===== src/rtl/pipe_skid_stage_reg_pkg.sv =====
// Shared types for the handshaked pipeline stage register.
// Occupancy encoding plus a helper to derive it from entry valids.
package pipe_skid_stage_reg_pkg;

  typedef enum logic [1:0] {
    OCC_EMPTY = 2'd0,
    OCC_ONE   = 2'd1,
    OCC_FULL  = 2'd2
  } occ_e;

  function automatic occ_e occ_of(
    input logic head_valid,
    input logic skid_valid
  );
    logic [1:0] sum;
    sum = {1'b0, head_valid} + {1'b0, skid_valid};
    return occ_e'(sum);
  endfunction

endpackage


===== src/rtl/pipe_skid_stage_reg_entry.sv =====
// One pipeline entry: WIDTH data bits plus a valid flag.
// Priority: reset, then clear (to CLEAR_VALUE), then load.
module pipe_entry_reg #(
  parameter int               WIDTH       = 32,
  parameter logic [WIDTH-1:0] RESET_VALUE = '0,
  parameter logic [WIDTH-1:0] CLEAR_VALUE = '0
) (
  input  logic             clk,
  input  logic             rst,
  input  logic             load,
  input  logic             clear,
  input  logic [WIDTH-1:0] d,
  output logic [WIDTH-1:0] q,
  output logic             valid
);

  // entry state: reset > clear > load > hold
  always_ff @(posedge clk) begin
    if (rst) begin
      q     <= RESET_VALUE;
      valid <= 1'b0;
    end else if (clear) begin
      q     <= CLEAR_VALUE;
      valid <= 1'b0;
    end else if (load) begin
      q     <= d;
      valid <= 1'b1;
    end
  end

endmodule


===== src/rtl/pipe_skid_stage_reg.sv =====
// Handshaked pipeline stage register with optional 2-entry skid.
// Supports flush (bubble insertion) and a global busywait freeze.
module pipe_skid_stage_reg
  import pipe_skid_stage_reg_pkg::*;
#(
  parameter int               WIDTH        = 32,
  parameter logic [WIDTH-1:0] RESET_VALUE  = '0,
  parameter logic [WIDTH-1:0] BUBBLE_VALUE = '0,
  parameter int               SKID_EN      = 1
) (
  input  logic             CLK,
  input  logic             RESET,
  input  logic             BUSYWAIT,
  input  logic             FLUSH,
  input  logic             IN_VALID,
  output logic             IN_READY,
  input  logic [WIDTH-1:0] IN_DATA,
  output logic             OUT_VALID,
  input  logic             OUT_READY,
  output logic [WIDTH-1:0] OUT_DATA,
  output logic [1:0]       OCCUPANCY
);

  logic             head_valid;
  logic             skid_valid;
  logic [WIDTH-1:0] head_data;
  logic [WIDTH-1:0] skid_data;
  logic [WIDTH-1:0] head_d;
  logic             head_load;
  logic             head_clr;
  logic             skid_load;
  logic             skid_clr;
  logic             in_fire;
  logic             out_fire;
  logic             room;
  occ_e             occ;

  // with skid, readiness depends only on registered state
  assign room = (SKID_EN != 0) ? ~skid_valid
                               : (~head_valid | OUT_READY);

  assign IN_READY = room & ~BUSYWAIT & ~FLUSH & ~RESET;
  assign in_fire  = IN_VALID & IN_READY;
  assign out_fire = head_valid & OUT_READY & ~BUSYWAIT;

  assign OUT_VALID = head_valid;
  assign OUT_DATA  = head_data;
  assign OCCUPANCY = occ;

  // occupancy state derived from the two entry valids
  always_comb begin
    occ = occ_of(head_valid, skid_valid);
  end

  // entry control: flush first, then handshake moves per state
  always_comb begin
    head_load = 1'b0;
    head_clr  = 1'b0;
    skid_load = 1'b0;
    skid_clr  = 1'b0;
    head_d    = IN_DATA;
    if (FLUSH) begin
      head_clr = 1'b1;
      skid_clr = 1'b1;
    end else begin
      case (occ)
        OCC_EMPTY: head_load = in_fire;
        OCC_ONE: begin
          unique case (1'b1)
            in_fire & out_fire:  head_load = 1'b1;
            in_fire & ~out_fire: skid_load = 1'b1;
            ~in_fire & out_fire: head_clr  = 1'b1;
            default: ;
          endcase
        end
        OCC_FULL: begin
          if (out_fire) begin
            head_load = 1'b1;
            head_d    = skid_data;
            skid_clr  = 1'b1;
          end
        end
        default: ;
      endcase
    end
  end

  pipe_entry_reg #(
    .WIDTH      (WIDTH),
    .RESET_VALUE(RESET_VALUE),
    .CLEAR_VALUE(BUBBLE_VALUE)
  ) u_head (
    .clk  (CLK),
    .rst  (RESET),
    .load (head_load),
    .clear(head_clr),
    .d    (head_d),
    .q    (head_data),
    .valid(head_valid)
  );

  if (SKID_EN != 0) begin : g_skid
    pipe_entry_reg #(
      .WIDTH      (WIDTH),
      .RESET_VALUE(BUBBLE_VALUE),
      .CLEAR_VALUE(BUBBLE_VALUE)
    ) u_skid (
      .clk  (CLK),
      .rst  (RESET),
      .load (skid_load),
      .clear(skid_clr),
      .d    (IN_DATA),
      .q    (skid_data),
      .valid(skid_valid)
    );
  end else begin : g_noskid
    logic unused_skid;
    assign skid_data   = BUBBLE_VALUE;
    assign skid_valid  = 1'b0;
    assign unused_skid = skid_load | skid_clr;
  end

endmodule


===== config.mk =====
export PLATFORM = sky130hd
export DESIGN_NAME = pipe_skid_stage_reg
export DESIGN_NICKNAME = d
export VERILOG_FILES = /design/src/rtl/pipe_skid_stage_reg_pkg.sv /design/src/rtl/pipe_skid_stage_reg_entry.sv /design/src/rtl/pipe_skid_stage_reg.sv
export SDC_FILE = /design/constraint.sdc
export NUM_CORES = 1
export LEC_CHECK = 0
export ABC_AREA = 1
export CAP_MARGIN = 20
export CORE_ASPECT_RATIO = 0.75
export CORE_UTILIZATION = 25
export CTS_CLUSTER_SIZE = 24
export DETAILED_ROUTE_END_ITERATION = 16
export DONT_BUFFER_PORTS = 1
export GPL_TIMING_DRIVEN = 0
export SETUP_SLACK_MARGIN = 0.02
export SYNTH_ARGS = -nofsm -noshare
export SYNTH_HDL_FRONTEND = slang
export SYNTH_SLANG_ARGS = --single-unit

===== constraint.sdc =====
create_clock -name CLK -period 1.8 [get_ports CLK]
set_clock_uncertainty 0.05 [all_clocks]
set_input_delay 0.18 -clock CLK [delete_from_list [all_inputs] [get_ports CLK]]
set_output_delay 0.18 -clock CLK [all_outputs]
set_load 0.02 [all_outputs]

---- Word level (Yosys, flattened, before mapping) ----
Index checks and enable logic that the tools add are counted.
cells by class
  muxes and demuxes ....................... 15
  bitwise gates (word level) .............. 15
  $add $sub $neg .......................... 1
  reduce and logical (&&, ||, !) cells .... 3
  eq/ne operators ......................... 2
operators with widths
  kind                  number
  $mux W32              3
  $mux W1               11
  $and A1 B1 Y1         9
  $not A1 Y1            6
  $reduce_or A2 Y1      2
  $pmux W1 S3           1
  $add A1 B1 Y2         1
  $eq A2 B1 Y1 const B  1
  $eq A2 B2 Y1 const B  1
  $logic_not A2 Y1      1
storage, ports and cells
  output and inout port bits .............. 36
  bits of input ports ..................... 38
  bits in registers ....................... 66

---- Longest topological paths before layout ----
Gate-level depths: netlist of run 1.
  word-level depth ........................ 11
  gate-level depth with buffers ........... 12
  depth with buffers taken out ............ 10

---- By module ----
A second synthesis of run 1 with hierarchy kept.
unflattened totals
  cell total of the unflattened synthesis .. 539
  area total of the unflattened synthesis .. 3470.8 µm²
modules (own cells, without submodules)
  module               cells each  instances  area an instance (µm²)
  pipe_entry_reg       205         2          1360.1
  pipe_skid_stage_reg  129         1          750.7

---- Worst setup path before layout of run 1 ----
Ideal clock, no wire load.
  path type ............................... reg2reg
  from .................................... register u_head.valid
  to ...................................... register u_head.q[10]
  setup slack ............................. -177 ps
  data arrival time ....................... 1814 ps
  cell stages (with the launch flop) ...... 12
  cells stage by stage .................... dfxtp_1 > inv_1 > ha_1 > nand4_1 > nand2_1 > nand2_1 > nand2_1 > nand2_1 > buf_6 > buf_2 > nor2_1 > nor2_1
RTL lines
  element                            line                             source
  start: declaration                 pipe_skid_stage_reg_entry.sv:14  output logic valid
  start signal: assignment           pipe_skid_stage_reg_entry.sv:21  valid <= 1'b0;
  start signal: assignment           pipe_skid_stage_reg_entry.sv:24  valid <= 1'b0;
  start signal: assignment           pipe_skid_stage_reg_entry.sv:27  valid <= 1'b1;
  $add A1 B1 Y2 (*)                  pipe_skid_stage_reg_pkg.sv:16    sum = {1'b0, head_valid} + {1'b0, skid_valid};
  via OCCUPANCY[0]                   pipe_skid_stage_reg.sv:21        output logic [1:0] OCCUPANCY
  $eq A2 B1 Y1                       pipe_skid_stage_reg.sv:66        case (occ)
  $mux W1                            pipe_skid_stage_reg.sv:66
  $mux W1                            pipe_skid_stage_reg.sv:62        if (FLUSH) begin
  $reduce_or A2 Y1 (no source line)  -
  end signal: assignment             pipe_skid_stage_reg_entry.sv:20  q <= RESET_VALUE;
  end signal: assignment             pipe_skid_stage_reg_entry.sv:23  q <= CLEAR_VALUE;
  end signal: assignment             pipe_skid_stage_reg_entry.sv:26  q <= d;
  end: declaration                   pipe_skid_stage_reg_entry.sv:13  output logic [WIDTH-1:0] q,
Mark *: on every way through the listed nets, which the timed path passes. The rest lies on a longest branch.
A chain may end at the register's enable or synchronous reset.

---- Final worst setup path of run 1 ----
  from .................................... register u_head.valid
  to ...................................... register u_head.q[23]
The elaborated chain is that of the path after synthesis.

==> results of run 1 <==
-- sequential cells by signal, indices dropped and copies added, names as in the netlist --
| name | cells |
|---|---|
| g_skid.u_skid.q | 32 |
| g_skid.u_skid.valid | 1 |
| u_head.q | 32 |
| u_head.valid | 1 |
-- synthesized netlist by cell type --
cell type  number  area [sq um]
a21boi_1        1          7.51
nand4_1         1          6.26
ha_1            3          37.5
buf_2           9          45.0
nor2_2          1          6.26
nand2_1       103           387
nor2_4          1          11.3
clkbuf_1       12          45.0
nand2_2         1          6.26
inv_1          73           274
dfxtp_1        66          1320
a21oi_1        34           170
o21ai_0        64           320
nor2_1         65           244
nand3_2         1          10.0
nand3_1         2          10.0
o21ai_2         1          8.76
clkbuf_2        2          10.0
buf_6           3          33.8
-- routing by layer --
layer  routed length [um]  GRT usage [%]  vias to the layer above
li1                     -              -                     1417
met1                 3950           17.4                     1260
met2                 3730           23.1                       77
met3                  627           5.95                       11
met4                  114           4.46                        0
met5                    0              0                        -
-- how the worst max path moves through the flow --
stage,startpoint,slack [ns],endpoint,cells after the start
after global routing,u_head.valid,-0.09,u_head.q[5],12
after CTS,u_head.valid,0.007,u_head.q[23],11
final,u_head.valid,-0.01,u_head.q[23],11
after global placement,u_head.valid,-0.16,u_head.q[23],11
after floorplan,u_head.valid,0.05,u_head.q[10],11
after detailed placement,u_head.valid,-0.21,u_head.q[6],8
-- area by class of cell --
| type | count | area [sq um] | share of cell area [%] |
|---|---|---|---|
| repair buffers | 22 | 234 | 6.06 |
| clock inverters | 4 | 27.5 | 0.713 |
| well taps | 157 | 196 | 5.09 |
| plain buffers | 26 | 203 | 5.25 |
| multi-input cells | 278 | 1350 | 34.8 |
| clock buffers | 11 | 253 | 6.55 |
| inverters | 73 | 277 | 7.16 |
| flip-flops and latches | 66 | 1330 | 34.3 |
-- kinds of logic after synthesis --
kind of cell | share of synthesized area [%]
and+or+nand+nor | 23.0
AOI/OAI and AO/OA | 17.2
adders and majority gates | 1.27
DFF | 44.7
buffers and inverters | 13.8
-- through the flow --
step / std cells / setup slack (ns)
finish: 637 / -0.0140
global route: 637 / -0.0894
CTS: 636 / 0.00732
detailed placement: 600 / -0.212
global placement: 600 / -0.160
floorplan: 443 / 0.0524
-- timing repair --
action	4_1_cts	5_1_grt
resized for setup	32	49
pin swaps	4	6
buffers inserted	2	0
hold buffers	19	0
gates cloned	0	1
hold endpoints to repair	18	0
endpoints found under the setup margin	53	55
-- power by group through the flow --
| stage | clock network [W] | logic (W) | registers (W) |
|---|---|---|---|
| 2_1_floorplan | 0 | 0.000101 | 0.00151 |
| 3_3_place_gp | 0 | 0.000127 | 0.00152 |
| 3_5_place_dp | 0 | 0.000130 | 0.00152 |
| 4_1_cts | 0.00167 | 0.000176 | 0.00148 |
| 5_1_grt | 0.00174 | 0.000212 | 0.00148 |
| 6_report | 0.00161 | 0.000189 | 0.00148 |
==> results.tsv, run 1 <==
stage	metric	value	unit
run_status	outcome	complete, but fails checks	
run_status	failed_checks	setup timing	
min_path	hold_end	g_skid.u_skid.q[7]	
critical_path	worstPathMaxFanout	10	
critical_path	slowest_stage	dfxtp_4	
sta	grt_setup_unrepaired	yes	
routing	drtAntennaViolNets	0	
min_path	hold_path.class	in2reg	
sta	worst-slew-pin-transition	0.472	ns
sta	post-route-period-util	101	%
sta	slew_headroom	68.5	%
sta	finalSetupTns	-0.0447	ns
synth	post_synth_inst_count	443	
sta	finalHoldViolations	0	
place	place.port_buffers	0	
routing	drt_iter0_drc	118	
routing	drt-pass1-iter-count	5	
clock_network	tritoncts	built	
critical_path	regToRegStartpoint	u_head.valid	
clock_network	cts_buffer_depth	2	
power_and_ir_drop	power.density	850	nW/um^2
clock_network	numCtsBuffers	9	
synth	postSynthNetCount	484	
critical_path	crit_family	simple AND/OR/NAND/NOR gates	
min_path	worstHoldStart	IN_DATA[7]	
finish	finish.utilization	34.4	%
floorplan	floorplan.initialDensity	26.3	%
sta	final_max_slew_viol_count	0	
synth	synth_area	2950	sq um
grt	globalRoute.totalOverflow	0	
synth	synth-warning-count	0	
flow_run	maximum_capacitance_violations	0	
floorplan	floorplan.io_pins	74	
floorplan	placementRows	33	
finish	layout_commonest_cell	nand2_1	
critical_path	path_common_cell	nand2_1	
critical_path	cp_slowest_stage_delay	0.42	ns
finish	post-route-cell-area	3860	sq um
clock_network	clock-sinks	66	
critical_path	r2r_cells	11	
synth	postSynthRegisterBits	66	
grt	first_pass_grt_wire_length	13.2	mm
floorplan	core	11200	sq um
floorplan	die_boundary_height	96.1	um
routing	drc	0	
sta	max_freq	551	MHz
place	place_congestion	0.807	
critical_path	critPathLaunchType	flip-flop	
power_and_ir_drop	seqPwrFrac	45.2	%
critical_path	worstPathCellList	inv_4, ha_4, nand4_1, nand2_1, nand2_1, nand2_1, nand2_2, buf_12, buf_8, nor2_2, nor2_1	
min_path	hold-path-cell-count	2	
power_and_ir_drop	share_clk_of_total_power	49.0	%
critical_path	required	1.97	ns
routing	drt_wl_total	8.43	mm
routing	avgViaCountPerCell	4.34	
critical_path	path_buf_inv	3	
clock_network	clkLatencyLatePin	0.33	ns
finish	finish.net_count	517	
sta	fin_crit	1.81	ns
floorplan	die_x	128	um
clock_network	cts_root_buf	clkbuf_16	
sta	timing.final.setup_violations	5	
finish	top_library_cells_by_usage_in_the_layout_fill_and_taps_aside	nand2_1 (89), inv_1 (72), dfxtp_1 (64)	
routing	final_routed_wire_length_divided_by_cell_count	13.2	um
sta	postLayoutSetupSlackWorst	-0.0140	ns
synth	synth.avg_cell_area	6.67	sq um
clock_network	ctsHtreeMaxLevel	3	
grt	pin_count_of_the_biggest_net_entering_global_routing	12	
grt	antenna_found_initial	0	
routing	vias	2765	
power_and_ir_drop	ir_drop	489	uV
power_and_ir_drop	power_switching_share	22.4	%
critical_path	end_kind	flip-flop	
finish	n_antenna_cell	0	
critical_path	end_of_the_worst_register_to_register_path	u_head.q[23]	
power_and_ir_drop	cellLeakagePower	1.65	nW
synth	yosysSeqAreaShare	44.7	%
grt	grt.total_usage	14.3	%
power_and_ir_drop	comb_power_share	5.8	%
power_and_ir_drop	switchingPower	0.000735	W
sta	hold_slack	0.0136	ns
finish	area.growth.synth_to_final	30.7	%
place	placement.cell_area	3160	sq um
critical_path	r2r_setup_slack	-0.01	ns
power_and_ir_drop	finalPower	0.00328	W
critical_path	arrival	1.99	ns
finish	fill_cells	1221	
place	hpwlAfterDp	5.94	mm
finish	drive_above_1_share	18.8	%
power_and_ir_drop	p_int	0.00255	W
grt	grt_pass1_vias	2653	
critical_path	crit_type	reg2reg	
clock_network	clkSlewWorstSetupHoldPaths	0.05	ns
synth	yosys.cell_types.count	19	
floorplan	die_area	12300	sq um
No activity file was read; power rests on OpenSTA's default activity.
==> run 2, diff against run 1 <==
- CTS_BUF_LIST: unset -> sky130_fd_sc_hd__clkbuf_4 sky130_fd_sc_hd__clkbuf_8
==> results.tsv, run 2 (synthesis gave the netlist of run 1 again) <==
stage	metric	value	unit
run_status	outcome	complete, but fails checks	
run_status	failed_checks	setup timing	
place	pre_cts_setup_slack	-0.212	ns
routing	final_routed_wire_length_divided_by_cell_count	13.4	um
grt	antenna_found_initial	0	
critical_path	r2r_cells	11	
clock_network	clock-sinks	66	
finish	layout_commonest_cell	nand2_1	
routing	drc	0	
sta	timing.final.setup_violations	4	
sta	finalSetupTns	-0.0188	ns
finish	finish.cell_count_without_fillers	652	
power_and_ir_drop	ir_drop	343	uV
critical_path	slowest_stage	dfxtp_4	
place	place.port_buffers	0	
critical_path	required	1.99	ns
critical_path	worstPathMaxFanout	10	
clock_network	ctsHtreeMaxLevel	3	
critical_path	critPathLaunchType	flip-flop	
power_and_ir_drop	comb_power_share	7.6	%
clock_network	tritoncts	built	
place	hpwlAfterDp	5.94	mm
critical_path	crit_path_start	u_head.valid	
clock_network	cts_root_buf	clkbuf_8	
floorplan	die_area	12300	sq um
clock_network	clkLatencyLatePin	0.34	ns
sta	max_freq	552	MHz
finish	finish.utilization	34.6	%
power_and_ir_drop	seqPwrFrac	52.4	%
critical_path	r2r_setup_slack	-0.01	ns
grt	pin_count_of_the_biggest_net_entering_global_routing	12	
finish	finish.net_count	532	
clock_network	clkSlewWorstSetupHoldPaths	0.07	ns
floorplan	floorplan.io_pins	74	
power_and_ir_drop	share_clk_of_total_power	40.0	%
place	post-place-cells	600	
finish	seq_area	1330	sq um
floorplan	core	11200	sq um
routing	drt_wl_total	8.77	mm
finish	drive_above_1_share	16.6	%
place	place_congestion	0.807	
floorplan	die_x	128	um
critical_path	crit_end	u_head.q[23]	
clock_network	cts_buffer_depth	2	
sta	post-route-period-util	101	%
routing	drt-pass1-iter-count	4	
finish	top_library_cells_by_usage_in_the_layout_fill_and_taps_aside	nand2_1 (92), inv_1 (72), dfxtp_1 (64)	
routing	avgViaCountPerCell	4.32	
sta	postLayoutSetupSlackWorst	-0.0124	ns
critical_path	end_kind	flip-flop	
critical_path	cp_slowest_stage_delay	0.43	ns
power_and_ir_drop	switchingPower	0.000694	W
floorplan	die_boundary_height	96.1	um
sta	grt_setup_unrepaired	yes	
grt	grt_pass1_vias	2692	
sta	final_max_slew_viol_count	0	
clock_network	numCtsBuffers	9	
routing	drtAntennaViolNets	0	
power_and_ir_drop	p_int	0.00213	W
min_path	hold_path.class	in2reg	
finish	area.growth.synth_to_final	31.7	%
grt	first_pass_grt_wire_length	13.5	mm
critical_path	arrival	2.00	ns
sta	fin_crit	1.81	ns
power_and_ir_drop	power.density	727	nW/um^2
sta	slew_headroom	67.1	%
critical_path	regToRegStartpoint	u_head.valid	
critical_path	worstPathCellList	inv_4, ha_4, nand4_1, nand2_1, nand2_1, nand2_1, nand2_2, buf_12, buf_6, nor2_2, nor2_1	
flow_run	maximum_capacitance_violations	0	
power_and_ir_drop	power_switching_share	24.5	%
grt	globalRoute.totalOverflow	0	
finish	multi_input_comb_area	1330	sq um
floorplan	placementRows	33	
critical_path	end_of_the_worst_register_to_register_path	u_head.q[23]	
finish	n_antenna_cell	0	
finish	fill_cells	1206	
routing	vias	2814	
grt	grt.total_usage	14.7	%
sta	worst-slew-pin-transition	0.494	ns
critical_path	path_common_cell	nand2_1	
finish	largest_registers	g_skid.u_skid.q: 32 flops, u_head.q: 32 flops	
sta	finalHoldViolations	0	
routing	drt_iter0_drc	133	
place	placement.cell_area	3160	sq um
power_and_ir_drop	cellLeakagePower	1.67	nW
floorplan	floorplan.initialDensity	26.3	%
critical_path	crit_type	reg2reg	
finish	post-route-cell-area	3890	sq um
## run 2: cell types whose count changed in the layout (fill, tap and decap cells not counted), moves of 3 or more
cell,previous run,this run
clkbuf_16,10,1
clkbuf_8,2,11
dlygate4sd3_1,19,34
nand2_1,89,92
nand2_2,14,11
nor2_1,40,45
nor2_2,25,19
## run 2: metrics by stage
| step | total power (W) | hold slack [ns] |
|---|---|---|
| floorplan | 0.00162 | 0.300 |
| global placement | 0.00164 | 0.322 |
| detailed placement | 0.00165 | 0.330 |
| CTS | 0.00288 | 0.00335 |
| global route | 0.00297 | 0.0385 |
| finish | 0.00283 | 0.0327 |
## run 2: final cells by class
cell class	instances	area share [%]
Multi-Input combinational cell	278	34.2
Sequential cell	66	34.1
Timing Repair Buffer	37	9.87
Inverter	73	7.11
Buffer	26	5.11
Tap cell	157	5.05
Clock buffer	11	3.89
Clock inverter	4	0.707
## run 2: critical path, delay by kind of cell (launching register included)
kind	cells	cell delay [ns]
AND/OR/NAND/NOR	7	0.56
flip-flops	1	0.43
buffers and inverters	3	0.36
adder cells (fa/ha/maj)	1	0.31
## run 2: power groups by stage
| stage | clock [W] | sequential, W | combinational (W) |
|---|---|---|---|
| 2_1_floorplan | 0 | 0.00151 | 0.000101 |
| 3_3_place_gp | 0 | 0.00152 | 0.000127 |
| 3_5_place_dp | 0 | 0.00152 | 0.000130 |
| 4_1_cts | 0.00119 | 0.00148 | 0.000202 |
| 5_1_grt | 0.00124 | 0.00148 | 0.000241 |
| 6_report | 0.00113 | 0.00148 | 0.000216 |
## run 2: worst min-delay path by stage
stage / from / depth (start not counted) / end
CTS: IN_DATA[24] / 4 / u_head.q[24]
global route: IN_DATA[25] / 4 / u_head.q[25]
global placement: RESET / 3 / g_skid.u_skid.valid
detailed placement: RESET / 3 / g_skid.u_skid.valid
finish: IN_DATA[20] / 4 / u_head.q[20]
floorplan: RESET / 3 / g_skid.u_skid.valid
## run 2: per-layer routing
metal  wire length [um]  track usage, %  up-vias
met2               4050            23.9       68
met3                523            5.73        6
met4                 70            5.36        0
li1                   -               -     1444
met1               4120            17.7     1296
met5                  0               0        -
## run 2: what timing repair did
| action | CTS | global route |
|---|---|---|
| cloned | 0 | 1 |
| resized for setup | 28 | 48 |
| endpoints found under the setup margin | 53 | 55 |
| hold buffers | 34 | 0 |
| hold endpoints to repair | 33 | 0 |
| buffers inserted | 2 | 0 |
| pin swaps | 4 | 7 |
